`config.mk`:
```
export PLATFORM = sky130hd
export DESIGN_NAME = ddr_port0_arbiter_flat
export DESIGN_NICKNAME = d
export VERILOG_FILES = /design/src/rtl/ddr_port0_arbiter_if.sv /design/src/rtl/ddr_port0_arbiter.sv /design/src/flat_wrapper.sv
export SDC_FILE = /design/constraint.sdc
export NUM_CORES = 1
export LEC_CHECK = 0
export BUFFER_PORTS_ARGS = -buffer_cell sky130_fd_sc_hd__buf_2
export CAP_MARGIN = 20
export CORE_MARGIN = 5
export CORE_UTILIZATION = 44
export CTS_BUF_LIST = sky130_fd_sc_hd__clkbuf_16
export CTS_CLUSTER_DIAMETER = 100
export DETAILED_ROUTE_END_ITERATION = 10
export PLACE_DENSITY_LB_ADDON = 0.15
export RECOVER_POWER = 25
export SYNTH_ARGS = -nofsm -noshare
export SYNTH_HDL_FRONTEND = slang
export SYNTH_SLANG_ARGS = --single-unit
```
`constraint.sdc`:
```
create_clock -name clk -period 2.3 [get_ports clk]
set_input_delay 0.345 -clock clk [delete_from_list [all_inputs] [get_ports clk]]
set_output_delay 0.345 -clock clk [all_outputs]
set_load 0.02 [all_outputs]
```
`src/rtl/ddr_port0_arbiter_if.sv`:
```
// Port-0 command bus between the two pixel requesters and the MCB command FIFO.
// master: requester/MCB side, slave: the arbiter.
interface ddr_port0_arbiter_if;
  localparam int unsigned ADDR_W  = 30;
  localparam int unsigned BL_W    = 6;
  localparam int unsigned INSTR_W = 3;

  logic              wr_req;
  logic [ADDR_W-1:0] wr_addr;
  logic [BL_W-1:0]   wr_bl;
  logic              wr_gnt;
  logic              wr_err;

  logic              rd_req;
  logic              rd_urgent;
  logic [ADDR_W-1:0] rd_addr;
  logic [BL_W-1:0]   rd_bl;
  logic              rd_gnt;
  logic              rd_err;

  logic               p0_cmd_full;
  logic               p0_cmd_en;
  logic [INSTR_W-1:0] p0_cmd_instr;
  logic [BL_W-1:0]    p0_cmd_bl;
  logic [ADDR_W-1:0]  p0_cmd_byte_addr;

  modport master (
    output wr_req, wr_addr, wr_bl, rd_req, rd_urgent, rd_addr, rd_bl, p0_cmd_full,
    input  wr_gnt, wr_err, rd_gnt, rd_err,
    input  p0_cmd_en, p0_cmd_instr, p0_cmd_bl, p0_cmd_byte_addr
  );

  modport slave (
    input  wr_req, wr_addr, wr_bl, rd_req, rd_urgent, rd_addr, rd_bl, p0_cmd_full,
    output wr_gnt, wr_err, rd_gnt, rd_err,
    output p0_cmd_en, p0_cmd_instr, p0_cmd_bl, p0_cmd_byte_addr
  );
endinterface

```
`src/rtl/ddr_port0_arbiter.sv`:
```
// MCB port-0 command arbiter: frame-store writer vs display fetcher, gated on calibration.
// Optional write-starvation guard enabled by defining ARB_STARVE_GUARD_EN.
module ddr_port0_arbiter #(
  parameter logic [29:0] ADDR_LIMIT = 30'd5242880
`ifdef ARB_STARVE_GUARD_EN
  , parameter int unsigned MAX_WAIT = 64
`endif
) (
  input  logic                    clk,
  input  logic                    reset,
  input  logic                    mem_calib_done,
  ddr_port0_arbiter_if.slave      bus,
  output logic                    ready,
  output logic                    last_was_read
);

  localparam int unsigned ADDR_W = 30;
  localparam int unsigned BL_W   = 6;

  localparam logic [1:0] CALIB = 2'd0;
  localparam logic [1:0] ARB   = 2'd1;
  localparam logic [1:0] ISSUE = 2'd2;
  localparam logic [1:0] GAP   = 2'd3;

  logic [1:0]        state;
  logic [1:0]        state_nxt;
  logic              calib_meta;
  logic              calib_sync;
  logic              rd_sel;
  logic              force_wr;
  logic              any_req;
  logic              addr_bad;
  logic [ADDR_W-1:0] win_addr;
  logic [BL_W-1:0]   win_bl;
  logic              issue_nxt;
  logic              wr_err_nxt;
  logic              rd_err_nxt;

  // Two-flop synchroniser for the asynchronous calibration flag
  always_ff @(posedge clk or posedge reset) begin
    if (reset) begin
      calib_meta <= 1'b0;
      calib_sync <= 1'b0;
    end else begin
      calib_meta <= mem_calib_done;
      calib_sync <= calib_meta;
    end
  end

`ifdef ARB_STARVE_GUARD_EN
  logic [6:0] starve_cnt;

  assign force_wr = bus.wr_req && (32'(starve_cnt) >= MAX_WAIT);

  // Counts ARB cycles in which a pending write loses to a read; cleared when the write is served
  always_ff @(posedge clk or posedge reset) begin
    if (reset) begin
      starve_cnt <= 7'd0;
    end else if (state == ARB && any_req) begin
      if (!rd_sel && (addr_bad || !bus.p0_cmd_full)) begin
        starve_cnt <= 7'd0;
      end else if (rd_sel && bus.wr_req && starve_cnt != 7'h7f) begin
        starve_cnt <= starve_cnt + 7'd1;
      end
    end
  end
`else
  assign force_wr = 1'b0;
`endif

  // Winner selection: forced write, urgent read, round-robin, then the lone requester
  always_comb begin
    rd_sel = 1'b0;
    if (force_wr) begin
      rd_sel = 1'b0;
    end else if (bus.rd_req && bus.rd_urgent) begin
      rd_sel = 1'b1;
    end else if (bus.rd_req && bus.wr_req) begin
      rd_sel = ~last_was_read;
    end else begin
      rd_sel = bus.rd_req;
    end
  end

  assign any_req  = bus.wr_req | bus.rd_req;
  assign win_addr = rd_sel ? bus.rd_addr : bus.wr_addr;
  assign win_bl   = rd_sel ? bus.rd_bl : bus.wr_bl;
  assign addr_bad = (win_addr >= ADDR_LIMIT);

  always_ff @(posedge clk or posedge reset) begin
    if (reset) state <= CALIB;
    else       state <= state_nxt;
  end

  always_comb begin
    state_nxt  = state;
    issue_nxt  = 1'b0;
    wr_err_nxt = 1'b0;
    rd_err_nxt = 1'b0;
    case (state)
      CALIB: if (calib_sync) state_nxt = ARB;
      ARB: begin
        if (any_req) begin
          if (addr_bad) begin
            wr_err_nxt = ~rd_sel;
            rd_err_nxt = rd_sel;
            state_nxt  = GAP;
          end else if (!bus.p0_cmd_full) begin
            issue_nxt = 1'b1;
            state_nxt = ISSUE;
          end
        end
      end
      ISSUE:   state_nxt = GAP;
      GAP:     state_nxt = ARB;
      default: state_nxt = CALIB;
    endcase
  end

  // Command fields are captured on the ARB->ISSUE edge so they are stable for the whole strobe
  always_ff @(posedge clk or posedge reset) begin
    if (reset) begin
      bus.p0_cmd_en        <= 1'b0;
      bus.p0_cmd_instr     <= 3'b000;
      bus.p0_cmd_bl        <= '0;
      bus.p0_cmd_byte_addr <= '0;
      bus.wr_gnt           <= 1'b0;
      bus.rd_gnt           <= 1'b0;
      bus.wr_err           <= 1'b0;
      bus.rd_err           <= 1'b0;
      ready                <= 1'b0;
      last_was_read        <= 1'b0;
    end else begin
      bus.p0_cmd_en <= issue_nxt;
      bus.wr_gnt    <= issue_nxt & ~rd_sel;
      bus.rd_gnt    <= issue_nxt & rd_sel;
      bus.wr_err    <= wr_err_nxt;
      bus.rd_err    <= rd_err_nxt;
      ready         <= (state_nxt != CALIB);
      if (issue_nxt) begin
        bus.p0_cmd_instr     <= rd_sel ? 3'b001 : 3'b000;
        bus.p0_cmd_bl        <= win_bl;
        bus.p0_cmd_byte_addr <= {win_addr[ADDR_W-1:2], 2'b00};
        last_was_read        <= rd_sel;
      end
    end
  end

endmodule

```
`src/flat_wrapper.sv`:
```
// flat-port wrapper written by rule: the top's interface ports become plain ports
module ddr_port0_arbiter_flat 
#(
  parameter logic [29:0] ADDR_LIMIT = 30'd5242880

)
  (clk, reset, mem_calib_done, ready, last_was_read, bus_wr_req, bus_wr_addr, bus_wr_bl, bus_rd_req, bus_rd_urgent, bus_rd_addr, bus_rd_bl, bus_p0_cmd_full, bus_wr_gnt, bus_wr_err, bus_rd_gnt, bus_rd_err, bus_p0_cmd_en, bus_p0_cmd_instr, bus_p0_cmd_bl, bus_p0_cmd_byte_addr);
  ddr_port0_arbiter_if bus_i ();
  input  logic clk;
  input  logic reset;
  input  logic mem_calib_done;
  output logic ready;
  output logic last_was_read;
  input wire logic [$bits(bus_i.wr_req)-1:0] bus_wr_req;
  input wire logic [$bits(bus_i.wr_addr)-1:0] bus_wr_addr;
  input wire logic [$bits(bus_i.wr_bl)-1:0] bus_wr_bl;
  input wire logic [$bits(bus_i.rd_req)-1:0] bus_rd_req;
  input wire logic [$bits(bus_i.rd_urgent)-1:0] bus_rd_urgent;
  input wire logic [$bits(bus_i.rd_addr)-1:0] bus_rd_addr;
  input wire logic [$bits(bus_i.rd_bl)-1:0] bus_rd_bl;
  input wire logic [$bits(bus_i.p0_cmd_full)-1:0] bus_p0_cmd_full;
  output wire logic [$bits(bus_i.wr_gnt)-1:0] bus_wr_gnt;
  output wire logic [$bits(bus_i.wr_err)-1:0] bus_wr_err;
  output wire logic [$bits(bus_i.rd_gnt)-1:0] bus_rd_gnt;
  output wire logic [$bits(bus_i.rd_err)-1:0] bus_rd_err;
  output wire logic [$bits(bus_i.p0_cmd_en)-1:0] bus_p0_cmd_en;
  output wire logic [$bits(bus_i.p0_cmd_instr)-1:0] bus_p0_cmd_instr;
  output wire logic [$bits(bus_i.p0_cmd_bl)-1:0] bus_p0_cmd_bl;
  output wire logic [$bits(bus_i.p0_cmd_byte_addr)-1:0] bus_p0_cmd_byte_addr;
  assign bus_i.wr_req = bus_wr_req;
  assign bus_i.wr_addr = bus_wr_addr;
  assign bus_i.wr_bl = bus_wr_bl;
  assign bus_i.rd_req = bus_rd_req;
  assign bus_i.rd_urgent = bus_rd_urgent;
  assign bus_i.rd_addr = bus_rd_addr;
  assign bus_i.rd_bl = bus_rd_bl;
  assign bus_i.p0_cmd_full = bus_p0_cmd_full;
  assign bus_wr_gnt = bus_i.wr_gnt;
  assign bus_wr_err = bus_i.wr_err;
  assign bus_rd_gnt = bus_i.rd_gnt;
  assign bus_rd_err = bus_i.rd_err;
  assign bus_p0_cmd_en = bus_i.p0_cmd_en;
  assign bus_p0_cmd_instr = bus_i.p0_cmd_instr;
  assign bus_p0_cmd_bl = bus_i.p0_cmd_bl;
  assign bus_p0_cmd_byte_addr = bus_i.p0_cmd_byte_addr;
  ddr_port0_arbiter #(.ADDR_LIMIT(ADDR_LIMIT)) u_core (.clk(clk), .reset(reset), .mem_calib_done(mem_calib_done), .bus(bus_i), .ready(ready), .last_was_read(last_was_read));
endmodule
```
* Word-level counts from Yosys, hierarchy flattened
Index checks and enable logic that the tools add are counted.
** Word-level totals
- Flip-flop bits (word level) :: 48
- Input bits :: 79
- Output and inout port bits :: 46
- Word-level logic and storage cells :: 46
** Operators by class
- $lt $le $gt $ge :: 1
- Eq/ne operators :: 3
- Muxes and demuxes :: 20
- Bitwise gates (word level) :: 5
- Reductions and logical operators :: 4
** Operator list (number)
- >= comparator 30 x 23 -> 1 bit, second input constant :: 1
- 2-to-1 mux 30 bit :: 1
- 2-to-1 mux 1 bit :: 13
- 2-to-1 mux 2 bit :: 4
- case mux 2 bit (4 select lines) :: 1
- 2-to-1 mux 6 bit :: 1
- == test 2 bit, second input constant :: 2
- AND 1 bit :: 2
- == test 2 x 1 -> 1 bit, second input constant :: 1
- logical AND 1 bit :: 2
- logical NOT 2 bit :: 1
- NOT 1 bit :: 2
- nonzero test 2 bit :: 1
- bitwise OR 1 bit :: 1

* Depth between registers and ports, before layout
- Depth after elaboration :: 9
- Gate-level depth with buffers :: 7

* Least setup slack after synthesis
No wires, ideal clock.
- Path kind :: reg-to-reg
- Start :: register u_core.last_was_read
- End :: register u_core.bus.p0_cmd_bl[5]
- Library setup time :: 125 ps
- Data arrival time :: 1867 ps
- Setup slack :: 308 ps
- Stages on the path, launching flop included :: 6
- Path buffers :: 1
- Clock period less this slack :: 1992 ps
- Cells stage by stage :: dfrtp_1 > nand3b_4 > a2111o_1 > o22ai_4 > buf_8 > mux2_4
** On the way
- Cells in the longest elaborated chain, start to end :: 8
- Elaborated cells on any way between the ends :: 9
- Those cells by class :: order compare: 1; mux: 7; bitwise: 1
** Ends and longest elaborated chain
- from (decl) :: RTL line ddr_port0_arbiter.sv:14 : output logic last_was_read
- from (signal assigned) :: RTL line ddr_port0_arbiter.sv:144 : last_was_read <= rd_sel;
- NOT 1 bit (*) :: RTL line ddr_port0_arbiter.sv:79 : rd_sel = ~last_was_read;
- 2-to-1 mux 1 bit (*) :: RTL line ddr_port0_arbiter.sv:78 : end else if (bus.rd_req && bus.wr_req) begin
- 2-to-1 mux 1 bit (*) :: RTL line ddr_port0_arbiter.sv:76 : end else if (bus.rd_req && bus.rd_urgent) begin
- 2-to-1 mux 30 bit :: RTL line ddr_port0_arbiter.sv:86 : assign win_addr = rd_sel ? bus.rd_addr : bus.wr_addr;
- >= comparator 30 x 23 -> 1 bit :: RTL line ddr_port0_arbiter.sv:88 : assign addr_bad = (win_addr >= ADDR_LIMIT);
- 2-to-1 mux 1 bit :: RTL line ddr_port0_arbiter.sv:104 : if (addr_bad) begin
- 2-to-1 mux 1 bit :: RTL line ddr_port0_arbiter.sv:103 : if (any_req) begin
- 2-to-1 mux 1 bit :: RTL line ddr_port0_arbiter.sv:100 : case (state)
- to (signal assigned) :: RTL line ddr_port0_arbiter.sv:142 : bus.p0_cmd_bl <= win_bl;
- to (decl) :: RTL line ddr_port0_arbiter_if.sv:36 : output p0_cmd_en, p0_cmd_instr, p0_cmd_bl, p0_cmd_byte_addr
Every way passes the cells marked *; elsewhere a longest branch is shown, timed or not.
A chain may end at the register's enable or synchronous reset.

* Final worst setup path
- Start :: register u_core.state[1]
- End :: register u_core.bus.p0_cmd_byte_addr[3]
** On the way
- Cells in the longest elaborated chain, start to end :: 2
** Ends and longest elaborated chain
- from (decl) :: RTL line ddr_port0_arbiter.sv:25 : logic [1:0] state;
- from (signal assigned) :: RTL line ddr_port0_arbiter.sv:92 : else state <= state_nxt;
- == test 2 x 1 -> 1 bit :: RTL line ddr_port0_arbiter.sv:100
- 2-to-1 mux 1 bit :: RTL line ddr_port0_arbiter.sv:100
- to (signal assigned) :: RTL line ddr_port0_arbiter.sv:143 : bus.p0_cmd_byte_addr <= {win_addr[ADDR_W-1:2], 2'b00};
- to (decl) :: RTL line ddr_port0_arbiter_if.sv:36
No other way between the ends.

==> flow_summary.ini <==
[run_status]
outcome = complete, no violations

[logic_synthesis]
ys_top_cells_by_area = dfrtp_1, mux2_2, mux2_4
netlist_area_um2 = 2180
yosysWarnings = 0
synthCells = 153
yosys.area.top_type = dfrtp_1
async_reset_ff_share_pct = 100
synth_cell_types = 30
synth-edff-count = 0
synthFlopType = dfrtp_1
ys_seq_area_share_pct = 51.6
postSynthAreaPerCell_um2 = 14.3
netlist.area_leader.share_pct = 51.6
synth-seq-cells = 45
synth_common_cells = dfrtp_1, mux2_2, mux2_4
post-synth-top-count-cell = dfrtp_1

[setup_path]
crit_fanout = 10
cp-end-kind = flop
critPathRequiredTime_ns = 2.46
path_class = flop to flop
cp-start-kind = flop
crit_arrival_ns = 2.08

[flow_run]
maxCapViolations = 0

[placed_design]
placed_cell_area_um2 = 2820
gp_congestion = 0.702
io_buffers = 116
detailed_place_hpwl_mm = 3.87

[routing]
finalWirelength_mm = 4.86
routedWlPerCell_um = 14.2
viasPerCell = 4.68
drt_iter0_drc = 26
drc = 0
vias = 1606
ant_nets = 0
firstDrtPassIters = 4

[clocking]
htreeDepth = 2
cts_buffers = 5
clock_latency_ns = 0.28
clockBufferDepth = 2
post_cts_resized = 0
post_cts_buffers = 0
cts_tree = built
cts.sinks = 45
root_buffer = clkbuf_16
clkTransAtPathRegs_ns = 0.05

[floorplanning]
core.rowCount = 25
core-area_um2 = 4790
ios = 125
die_w_um = 80.4
die_h_um = 80.4
start_util_pct = 45.6
dieArea_um2 = 6470

[timing]
final_hold_viol_count = 0
setup-violations-final = 0
finalClockSkew_ns = 0.00393
min_period_ns = 1.92
grt_setup_unrepaired = false
finalSetupTns_ns = 0
drv_slew = 0
slew_headroom_pct = 49.7
max_freq_mhz = 521
worst_pin_slew_ns = 0.754
fin_crit_sh_pct = 83.5

[final_layout]
fin_area_um2 = 2960
regArea_um2 = 1130
fill_cells = 419
syn_to_final_growth_pct = 35.5
largest_reg_flops = 28
layout-drive-gt1-share_pct = 65.9
antennaDiodeCount = 0
reg.largest.list = u_core.bus.p0_cmd_byte_addr (28), u_core.bus.p0_cmd_bl (6), u_core.state (2)
num-nets-final = 354
largest_register = u_core.bus.p0_cmd_byte_addr
multi_input_area_um2 = 958

[grt]
grt_pass1_wl_mm = 7.72
grt_use_total_pct = 15.5
grt_pass1_vias = 1711
grt_overflow = 0
grt_max_degree = 24
antenna_found_initial = 0

[min_path]
hp-class = input port to flop

[power_and_ir_drop]
leakage_nw = 1.64
peakVddDrop_mv = 0.463
power.density_nw_per_um2 = 597
-- where the power goes --
group / leakage (nW) / switching [W] / internal (W)
combinational: 0.964 / 0.000135 / 0.000141
sequential: 0.602 / 0.0000144 / 0.000823
clock: 0.0776 / 0.000263 / 0.000390
-- cells in the final DEF (no fill, tap or decap), types with 2 or more instances in the layout --
master,count
buf_2,113
dfrtp_1,45
mux2_2,35
mux2_4,19
and3_1,8
inv_1,7
clkbuf_16,5
conb_1,4
clkbuf_1,4
o21ai_0,3
nand4_1,3
buf_4,3
nor2_1,2
nand2b_1,2
or3_1,2
nor4_1,2
nor3_1,2
nand2_1,2
nand3_1,2
-- worst max-delay path, stage by stage, from the launching register on --
cell and delay (ns):
dfrtp_1 0.38, nand2b_1 0.20, or3_1 0.40, o22ai_4 0.23, buf_4 0.26, mux2_4 0.32
-- per-stage QoR --
step           utilization [%]  setup slack (ns)  cells  total power [W]  hold slack [ns]
3_5_place_dp              59.0             0.221    334          0.00113            0.252
3_3_place_gp              59.0             0.300    334          0.00113            0.256
5_1_grt                   61.8             0.289    343          0.00185            0.168
6_report                  61.8             0.379    343          0.00177            0.171
2_1_floorplan                -             0.308    156          0.00102            0.331
4_1_cts                   62.0             0.370    343          0.00179            0.164
-- routing by layer --
metal / routed length [um] / vias to the layer above / track usage, %
li1: - / 779 / -
met5: 0 / - / 0
met3: 437 / 7 / 4.71
met2: 2370 / 70 / 25.9
met4: 66 / 0 / 5.74
met1: 1980 / 750 / 18.8
-- layout make-up --
class                           instances  share of cell area, %
Tap cell                               67                   2.83
Multi-Input combinational cell         96                   32.4
Sequential cell                        45                   38.1
Timing Repair Buffer                  123                   21.6
Clock buffer                            5                   4.23
Clock inverter                          3                  0.381
Inverter                                4                  0.508
-- cells by family (layout without fill, tap and decap cells) --
group / Yosys count / count (layout) / share of synthesized area (%)
DFF: 45 / 45 / 51.6
AOI/OAI and AO/OA: 6 / 6 / 2.46
other: 1 / 4 / 0.172
buffers and inverters: 15 / 135 / 5.04
and+or+nand+nor: 32 / 32 / 9.63
muxes: 54 / 54 / 31.1
-- final timing paths --
path | start | to | slack, ns | cells past startpoint
setup / recovery | u_core.state[1] | u_core.bus.p0_cmd_byte_addr[3] | 0.38 | 5
hold / removal | mem_calib_done | u_core.calib_meta | 0.17 | 1
setup reg to reg | u_core.state[1] | u_core.bus.p0_cmd_byte_addr[3] | 0.38 | 5
hold reg to reg | u_core.calib_meta | u_core.calib_sync | 0.35 | 0
max in group asynchronous | reset | u_core.bus.p0_cmd_bl[4] | 0.78 | 4
min in group asynchronous | reset | u_core.bus.p0_cmd_byte_addr[11] | 0.56 | 3
-- repair_timing --
action	in CTS	in global routing
hold buffers	1	0
endpoints found under the setup margin	0	0
endpoints found under the hold margin	7	0
No activity file was read; power rests on OpenSTA's default activity.
